===== src/rtl/inverter_test_sequencer_if.sv =====
// inverter_test_sequencer_if: control, status and inverter pins of the test sequencer
interface inverter_test_sequencer_if;
    logic       start;
    logic       abort;
    logic       inv_in;
    logic       inv_out;
    logic       busy;
    logic       done;
    logic       pass;
    logic [7:0] err_count;
    logic [7:0] toggle_count;
    modport master (
        output start, abort, inv_out,
        input  inv_in, busy, done, pass, err_count, toggle_count
    );
    modport slave (
        input  start, abort, inv_out,
        output inv_in, busy, done, pass, err_count, toggle_count
    );
endinterface


===== src/rtl/inverter_test_sequencer.sv =====
// inverter_test_sequencer: square-wave stimulus and settle-time check of an inverter cell
module inverter_test_sequencer #(
    parameter int HALF_PERIOD = 20,
    parameter int NUM_TOGGLES = 15,
    parameter int SETTLE      = 2
) (
    input logic                      clk,
    input logic                      rst_n,
    inverter_test_sequencer_if.slave bus
);
    localparam int TW = $clog2(HALF_PERIOD);
    typedef enum logic [1:0] {IDLE, RUN, DONE} state_t;
    state_t        state_q, state_d;
    logic [TW-1:0] tmr_q, tmr_d;
    logic [TW:0]   tmr_inc;
    logic          inv_in_q, inv_in_d;
    logic          busy_q, busy_d;
    logic          done_q, done_d;
    logic          pass_q, pass_d;
    logic [7:0]    err_count_q, err_count_d;
    logic [7:0]    toggle_count_q, toggle_count_d;
    logic          sample, phase_end, more;
    assign bus.inv_in       = inv_in_q;
    assign bus.busy         = busy_q;
    assign bus.done         = done_q;
    assign bus.pass         = pass_q;
    assign bus.err_count    = err_count_q;
    assign bus.toggle_count = toggle_count_q;
    // next-state: the sample fires on the edge where the incremented timer reaches SETTLE
    always_comb begin
        tmr_inc        = {1'b0, tmr_q} + (TW+1)'(1);
        sample         = tmr_inc == (TW+1)'(SETTLE);
        phase_end      = tmr_q == TW'(HALF_PERIOD - 1);
        more           = toggle_count_q < 8'(NUM_TOGGLES);
        state_d        = state_q;
        tmr_d          = tmr_q;
        inv_in_d       = inv_in_q;
        busy_d         = busy_q;
        done_d         = 1'b0;
        pass_d         = pass_q;
        err_count_d    = err_count_q;
        toggle_count_d = toggle_count_q;
        case (state_q)
            IDLE: begin
                if (bus.start && !bus.abort) begin
                    state_d        = RUN;
                    busy_d         = 1'b1;
                    inv_in_d       = 1'b0;
                    tmr_d          = '0;
                    err_count_d    = '0;
                    toggle_count_d = '0;
                    pass_d         = 1'b0;
                end
            end
            RUN: begin
                if (bus.abort) begin
                    state_d  = IDLE;
                    busy_d   = 1'b0;
                    inv_in_d = 1'b0;
                end else begin
                    tmr_d = tmr_inc[TW-1:0];
                    if (sample && bus.inv_out == inv_in_q)
                        err_count_d = err_count_q == 8'hFF ? err_count_q : err_count_q + 8'd1;
                    if (phase_end) begin
                        tmr_d = '0;
                        if (more) begin
                            inv_in_d       = ~inv_in_q;
                            toggle_count_d = toggle_count_q + 8'd1;
                        end else begin
                            state_d = DONE;
                            busy_d  = 1'b0;
                            done_d  = 1'b1;
                            pass_d  = err_count_q == 8'd0;
                        end
                    end
                end
            end
            DONE: begin
                state_d  = IDLE;
                inv_in_d = 1'b0;
                pass_d   = bus.abort ? 1'b0 : pass_q;
            end
            default: begin
                state_d  = IDLE;
                busy_d   = 1'b0;
                inv_in_d = 1'b0;
            end
        endcase
    end
    // state and registered outputs, asynchronously cleared
    always_ff @(posedge clk or negedge rst_n) begin
        if (!rst_n) begin
            state_q        <= IDLE;
            tmr_q          <= '0;
            inv_in_q       <= 1'b0;
            busy_q         <= 1'b0;
            done_q         <= 1'b0;
            pass_q         <= 1'b0;
            err_count_q    <= '0;
            toggle_count_q <= '0;
        end else begin
            state_q        <= state_d;
            tmr_q          <= tmr_d;
            inv_in_q       <= inv_in_d;
            busy_q         <= busy_d;
            done_q         <= done_d;
            pass_q         <= pass_d;
            err_count_q    <= err_count_d;
            toggle_count_q <= toggle_count_d;
        end
    end
endmodule

===== src/flat_wrapper.sv =====
// flat-port wrapper written by rule: the top's interface ports become plain ports
module inverter_test_sequencer_flat 
#(
    parameter int HALF_PERIOD = 20,
    parameter int NUM_TOGGLES = 15,
    parameter int SETTLE      = 2
)
  (clk, rst_n, bus_start, bus_abort, bus_inv_out, bus_inv_in, bus_busy, bus_done, bus_pass, bus_err_count, bus_toggle_count);
  inverter_test_sequencer_if bus_i ();
  input logic clk;
  input logic rst_n;
  input wire logic [$bits(bus_i.start)-1:0] bus_start;
  input wire logic [$bits(bus_i.abort)-1:0] bus_abort;
  input wire logic [$bits(bus_i.inv_out)-1:0] bus_inv_out;
  output wire logic [$bits(bus_i.inv_in)-1:0] bus_inv_in;
  output wire logic [$bits(bus_i.busy)-1:0] bus_busy;
  output wire logic [$bits(bus_i.done)-1:0] bus_done;
  output wire logic [$bits(bus_i.pass)-1:0] bus_pass;
  output wire logic [$bits(bus_i.err_count)-1:0] bus_err_count;
  output wire logic [$bits(bus_i.toggle_count)-1:0] bus_toggle_count;
  assign bus_i.start = bus_start;
  assign bus_i.abort = bus_abort;
  assign bus_i.inv_out = bus_inv_out;
  assign bus_inv_in = bus_i.inv_in;
  assign bus_busy = bus_i.busy;
  assign bus_done = bus_i.done;
  assign bus_pass = bus_i.pass;
  assign bus_err_count = bus_i.err_count;
  assign bus_toggle_count = bus_i.toggle_count;
  inverter_test_sequencer #(.HALF_PERIOD(HALF_PERIOD), .NUM_TOGGLES(NUM_TOGGLES), .SETTLE(SETTLE)) u_core (.clk(clk), .rst_n(rst_n), .bus(bus_i));
endmodule

===== config.mk =====
export PLATFORM = sky130hd
export DESIGN_NAME = inverter_test_sequencer_flat
export DESIGN_NICKNAME = d
export VERILOG_FILES = /design/src/rtl/inverter_test_sequencer_if.sv /design/src/rtl/inverter_test_sequencer.sv /design/src/flat_wrapper.sv
export SDC_FILE = /design/constraint.sdc
export NUM_CORES = 1
export LEC_CHECK = 0
export BUFFER_PORTS_ARGS = -buffer_cell sky130_fd_sc_hd__buf_4
export CAP_MARGIN = 15
export CORE_MARGIN = 5
export CORE_UTILIZATION = 30
export DETAILED_ROUTE_END_ITERATION = 7
export PLACE_DENSITY = 0.6
export SYNTH_ARGS = -nofsm -noshare
export SYNTH_HDL_FRONTEND = slang
export SYNTH_SLANG_ARGS = --single-unit

===== constraint.sdc =====
create_clock -name clk -period 1.9 [get_ports clk]
set_clock_uncertainty 0.15 [all_clocks]
set_input_delay 0.095 -clock clk [delete_from_list [all_inputs] [get_ports clk]]
set_output_delay 0.095 -clock clk [all_outputs]
set_load 0.01 [all_outputs]

==> results of run 1 <==
-- kinds of logic after synthesis --
| logic type | count (synthesis) |
|---|---|
| and+or+nand+nor | 68 |
| muxes | 3 |
| buffers and inverters | 11 |
| xor gates and xnor gates | 3 |
| DFF | 27 |
| AOI/OAI and AO/OA | 41 |
| adders and majority gates | 5 |
-- layer usage --
metal  up-vias  global-route usage (%)  routed length [um]
met5         -                       0                   0
met4         0                   4.561                  51
met3         4                   1.885                 112
met2        30                   20.53                1808
met1       641                   16.47                1798
li1        674                       -                   -
-- sequential cells by signal, summed over array words and instances (netlist names) --
register,count
u_core.bus.busy,1
u_core.bus.inv_in,1
u_core.tmr_q,5
u_core.bus.done,1
u_core.state_q,2
u_core.bus.err_count,8
u_core.bus.pass,1
u_core.bus.toggle_count,8
-- per-stage QoR --
stage	instance area (um^2)	instances	util, %	hold WS, ns	worst slack, ns
after CTS	1969	270	40.88	0.05070	-0.05757
after detailed placement	1887	262	39.17	-0.1100	-0.1330
after floorplan	1521	158	-	-0.3506	0.004395
final	2082	275	43.22	0.05092	-0.1140
after global routing	2082	275	43.22	0.08370	-0.2072
after global placement	1887	262	39.17	-0.1138	-0.05887
-- layout make-up --
| cell class | instances | area [um^2] | share of cell area [%] |
|---|---|---|---|
| tap | 67 | 83.83 | 4.026 |
| multi-input combinational | 120 | 862.1 | 41.41 |
| clock buffer | 4 | 45.04 | 2.163 |
| inverter | 6 | 22.52 | 1.082 |
| sequential | 27 | 675.6 | 32.45 |
| timing repair buffer | 51 | 392.9 | 18.87 |
-- layout by cell type (no fill, tap or decap), types with 2 or more instances in the layout --
cell type	instances
buf_4	48
dfrtp_1	27
nand2_1	13
nor2_1	13
nand3_1	11
o21ai_1	7
o21ai_0	7
inv_1	6
a21oi_1	6
nor2b_1	5
and3_1	4
nand4_1	4
o21ai_2	4
o31ai_1	4
ha_1	4
mux2i_1	3
nand2b_1	3
clkbuf_8	3
nand2b_4	2
xor2_1	2
nor3_1	2
a31oi_1	2
o31ai_2	2
o22ai_1	2
buf_6	2
-- path summary, 6_finish.rpt --
check / slack, ns / endpoint / cells after the start
setup / recovery: -0.11 / u_core.bus.err_count[3] / 8
hold / removal: 0.05 / u_core.state_q[0] / 4
setup reg to reg: -0.11 / u_core.bus.err_count[3] / 8
hold reg to reg: 0.39 / u_core.bus.toggle_count[7] / 1
max in group asynchronous: 1.21 / u_core.tmr_q[1] / 2
min in group asynchronous: 0.11 / u_core.bus.done / 2
-- critical path, stage by stage, from the launching register on --
cell	delay [ns]
dfrtp_1	0.43
ha_4	0.18
xor2_2	0.18
nor4b_4	0.30
buf_4	0.18
nand4_1	0.12
buf_6	0.16
nand2b_4	0.13
o21ai_2	0.12
-- timing repair --
item                                    CTS  global route
hold buffers                              1             0
resized for setup                         6            19
endpoints found under the setup margin   11            15
setup buffers                             3             5
endpoints found under the hold margin    27             0
pin swaps                                 7            12
-- power groups by stage --
| stage | combinational, mW | clock [mW] | sequential [mW] |
|---|---|---|---|
| finish | 0.375 | 0.340 | 0.664 |
| global route | 0.425 | 0.377 | 0.675 |
| CTS | 0.353 | 0.351 | 0.658 |
| detailed placement | 0.332 | 0 | 0.670 |
| global placement | 0.329 | 0 | 0.670 |
| floorplan | 0.176 | 0 | 0.680 |
==> flow_metrics.env, run 1 <==
export IMPL_status="finished with violations"
export IMPL_violations="setup timing"
export IMPL_end_kind="flop"
export IMPL_yosysMostFrequentCell="dfrtp_1"
export IMPL_synth_top_area_cell="dfrtp_1"
export IMPL_area_delta_synth_final_pct=37.75
export IMPL_postSynthCellCount=158
export IMPL_drt_antenna_violating_nets=0
export IMPL_crit_arrival_ns=2.08
export IMPL_num_vias=1349
export IMPL_fin_crit_sh_pct=106.0
export IMPL_synth_fp_nets=168
export IMPL_synth_top_family_by_area="simple AND/OR/NAND/NOR gates"
export IMPL_ys_seq_area_share_pct=44.70
export IMPL_path_clk_slew_ns=0.10
export IMPL_crit_type="flop to flop"
export IMPL_synth_edf_count=0
export IMPL_synth_compound_gate_area_share_pct=17.22
export IMPL_switchingPower_mw=0.4235
export IMPL_fill_cells=497
export IMPL_gp_congestion=0.7915
export IMPL_drcViolationCount=0
export IMPL_grt_pass1_vias=1347
export IMPL_rsz0062_at_grt="true"
export IMPL_yosysWarnings=0
export IMPL_total_power_mw=1.379
export IMPL_antenna_found_initial=0
export IMPL_synth_fa_ha_area_share_pct=4.139
export IMPL_synth_cell_area_um2=1511
export IMPL_worst_slack_ns=-0.1140
export IMPL_hold_path_class="input pin to flop"
export IMPL_ys_types=41
export IMPL_clockPowerShare_pct=24.6
export IMPL_start_util_pct=31.38
export IMPL_core_area_um2=4817
export IMPL_ys_seq_elements=27
export IMPL_grt_pass1_wl_mm=6.348
export IMPL_io_pin_count=25
export IMPL_synth_area_top_cells="dfrtp_1 45%, o21ai_0 5.6%, ha_1 4.1%, nand3_1 3.6%, nand2_1 3.2%"
export IMPL_slew_viol_final=0
export IMPL_yosys_area_top_type_share_pct=44.70
export IMPL_hp_start="bus_abort"
export IMPL_routedWlPerCell_um=13.71
export IMPL_synth_simple_area_share_pct=26.49
export IMPL_clk_latency_ns=0.28
export IMPL_rows=25
export IMPL_cts_root_buf="clkbuf_8"
export IMPL_synthFlopType="dfrtp_1"
export IMPL_r2r_start="u_core.tmr_q[0]"
export IMPL_muxShareOfSynthArea_pct=1.987
export IMPL_min_period_ns=2.014
export IMPL_setup_viol=8
export IMPL_p_seq_share_pct=48.2
export IMPL_dieArea_um2=6558
export IMPL_wirelength_mm=3.770
export IMPL_tightestPinTransition_ns=0.4550
export IMPL_nNetsFinal=219
export IMPL_p_sw_share_pct=30.71
export IMPL_cts_tree="done"
export IMPL_synthXorXnorAreaFrac_pct=1.738
export IMPL_grt_max_degree=28
export IMPL_final_layout_size_suffix_gt1_share_pct=35.10
export IMPL_clock_path_buffers=2
export IMPL_viasPerCell=4.905
export IMPL_die_y_um=80.98
export IMPL_p_leak_nw=0.9793
export IMPL_async_flop_share_pct=100.0
export IMPL_finalSetupTns_ns=-0.5554
export IMPL_p_per_area_nw_per_um2=662.4
export IMPL_die_w_um=80.98
export IMPL_ir_worst_vdd_uv=520.1
export IMPL_worstPathRequired_ns=1.96
export IMPL_p_comb_share_pct=27.2
export IMPL_p_int_mw=0.9557
export IMPL_portBuffers=24
export IMPL_crit_start="u_core.tmr_q[0]"
export IMPL_diodes=0
export IMPL_htreeDepth=1
export IMPL_numCtsBuffers=3
export IMPL_clock_sinks=27
export IMPL_synth_top_cells_by_count="27 x dfrtp_1, 17 x o21ai_0, 13 x nand2_1, 13 x nor2_1, 11 x nand3_1"
export IMPL_grtUsageTotal_pct=12.45
export IMPL_crit_fanout=6
export IMPL_slew_headroom_pct=69.59
export IMPL_dp_hpwl_mm=2.726
export IMPL_fmax_ghz=0.4965
export IMPL_overflow=0
export IMPL_crit_path_start_kind="flop"
export IMPL_drtPass1Iterations=4
export IMPL_hold_viol=0
export IMPL_drv_cap=0
export IMPL_avgSynthCellArea_um2=9.566
export IMPL_drtIter0Drc=69
Power figures use the tool's default switching activity.
==> run 2, diff against run 1 <==
Settings changed: CELL_PAD_IN_SITES_DETAIL_PLACEMENT from default to 0, CELL_PAD_IN_SITES_GLOBAL_PLACEMENT from default to 1, PLACE_DENSITY 0.6 to 0.71.
==> run 2 against run 1 <==
Against the previous run:
- the run still ends with setup timing left
- highest routed layer unchanged
- utilization decreased by 0.68 points
- flip-flop and latch count unchanged
- largest power group unchanged
- setup slack improved by 0.038 ns
==> flow_metrics.env, run 2 (synthesis gave the netlist of run 1 again) <==
export IMPL_worst_slack_ns=-0.07602
export IMPL_grt_pass1_wl_mm=6.189
export IMPL_dpl_instance_area_um2=1909
export IMPL_drt_met1_wl_mm=1.831
export IMPL_drtIter0Drc=54
export IMPL_clk_latency_ns=0.27
export IMPL_tightestPinTransition_ns=0.4311
export IMPL_clock_path_buffers=2
export IMPL_timing_rr_end="u_core.bus.err_count[6]"
export IMPL_r2r_cells=6
export IMPL_drtPass1Iterations=4
export IMPL_topRoutingLayerUsed="met4"
export IMPL_die_w_um=80.98
export IMPL_grt_pass1_vias=1287
export IMPL_grt_max_degree=28
export IMPL_start_util_pct=31.38
export IMPL_drv_cap=0
export IMPL_final_layout_size_suffix_gt1_share_pct=33.17
export IMPL_area_delta_synth_final_pct=35.60
export IMPL_grtUsageTotal_pct=12.08
export IMPL_r2r_slack_ns=-0.08
export IMPL_dp_hpwl_mm=2.754
export IMPL_antenna_found_initial=0
export IMPL_path_clk_slew_ns=0.10
export IMPL_violations="setup timing"
export IMPL_rsz0062_at_grt="true"
export IMPL_fin_crit_sh_pct=104.0
export IMPL_diodes=0
export IMPL_cts_root_buf="clkbuf_8"
export IMPL_crit_type="flop to flop"
export IMPL_num_vias=1332
export IMPL_min_period_ns=1.976
export IMPL_worstPathRequired_ns=1.91
export IMPL_crit_path_start_kind="flop"
export IMPL_p_leak_nw=0.9527
export IMPL_mostFrequentLayoutCells="45 x buf_4, 27 x dfrtp_1, 12 x nand2_1, 12 x nor2_1, 11 x nand3_1"
export IMPL_io_pin_count=25
export IMPL_end_kind="flop"
export IMPL_crit_arrival_ns=1.99
export IMPL_dieArea_um2=6558
export IMPL_hold_viol=0
export IMPL_final_common_cell="buf_4"
export IMPL_p_per_area_nw_per_um2=664.6
export IMPL_cts_tree="done"
export IMPL_fmax_ghz=0.5061
export IMPL_rows=25
export IMPL_crit_fanout=6
export IMPL_htreeDepth=1
export IMPL_slew_headroom_pct=71.26
export IMPL_hp_start="bus_abort"
export IMPL_hold_path_class="input pin to flop"
export IMPL_drcViolationCount=0
export IMPL_wl_met2_mm=1.845
export IMPL_core_area_um2=4817
export IMPL_fill_cells=518
export IMPL_nNetsFinal=216
export IMPL_drt_antenna_violating_nets=0
export IMPL_final_util_pct=42.55
export IMPL_r2r_start="u_core.tmr_q[1]"
export IMPL_overflow=0
export IMPL_fin_area_um2=2049
export IMPL_setup_viol=6
export IMPL_gp_congestion=0.7794
export IMPL_worstHoldPathCells=4
export IMPL_clock_sinks=27
export IMPL_crit_start="u_core.tmr_q[1]"
export IMPL_slew_viol_final=0
export IMPL_wirelength_mm=3.830
export IMPL_die_y_um=80.98
export IMPL_hold_path_end="u_core.bus.busy"
export IMPL_portBuffers=24
export IMPL_wl_met3_um=98
export IMPL_numCtsBuffers=3
export IMPL_routedWlPerCell_um=14.08
export IMPL_status="finished with violations"
export IMPL_ir_worst_vdd_uv=263.5
export IMPL_viasPerCell=4.897
run 2: cell count changes in the layout (fill, tap and decap cells not counted), moves of 2 or more:
cell | before | now
buf_4 | 48 | 45
o21ai_1 | 7 | 9
o21ai_2 | 4 | 0
o31ai_1 | 4 | 6
o31ai_2 | 2 | 0
run 2: through the flow:
stage               cells  power, mW  hold WS [ns]  setup TNS [ns]  setup slack [ns]
detailed placement    265      1.005       -0.1124         -0.5448           -0.1391
finish                272      1.362       0.07744         -0.2716          -0.07602
global placement      265      1.001       -0.1116         -0.2862           -0.1017
CTS                   271      1.355       0.04670         -0.2510          -0.06093
global route          272      1.444       0.09600          -1.391           -0.2001
floorplan             158     0.8561       -0.3506               0          0.004395
run 2: routing by layer:
metal	up-vias	global-route usage, %
met2	28	19.38
met3	5	1.441
li1	668	-
met1	631	16.82
met4	0	4.054
met5	-	0
run 2: critical path, cell delays in order, from the launching register on:
cell and delay, ns:
dfrtp_1 0.43, ha_4 0.18, xor2_1 0.18, nor4b_4 0.36, a41oi_2 0.27, o21ai_1 0.21
o31ai_1 0.09
run 2: layout make-up:
class	instances	area [um^2]	share of cell area, %
Timing Repair Buffer	48	370.4	18.07
Inverter	6	22.52	1.099
Multi-Input combinational cell	120	850.8	41.51
Clock inverter	1	5.005	0.2442
Clock buffer	3	41.29	2.015
Sequential cell	27	675.6	32.97
Tap cell	67	83.83	4.090
run 2: what timing repair did:
action	in CTS	in global routing
setup buffers	1	1
setup endpoints to repair	11	16
hold buffers	1	0
resized for setup	7	15
pin swaps	8	4
endpoints found under the hold margin	27	0
run 2: worst max path at each step:
| stage | slack [ns] | endpoint | depth (start not counted) |
|---|---|---|---|
| 4_1_cts | -0.06 | u_core.bus.err_count[6] | 6 |
| 2_1_floorplan | 0.004 | u_core.bus.err_count[3] | 6 |
| 3_3_place_gp | -0.10 | u_core.bus.err_count[3] | 6 |
| 3_5_place_dp | -0.14 | u_core.bus.err_count[3] | 6 |
| 5_1_grt | -0.20 | u_core.bus.err_count[3] | 6 |
| 6_report | -0.08 | u_core.bus.err_count[6] | 6 |
run 2: power by group:
group / internal, mW / leakage [nW] / total [mW] / switching, mW
clock network: 0.147 / 0.0255 / 0.335 / 0.187
logic: 0.174 / 0.558 / 0.362 / 0.188
registers: 0.618 / 0.369 / 0.666 / 0.0480
total: 0.939 / 0.953 / 1.36 / 0.423
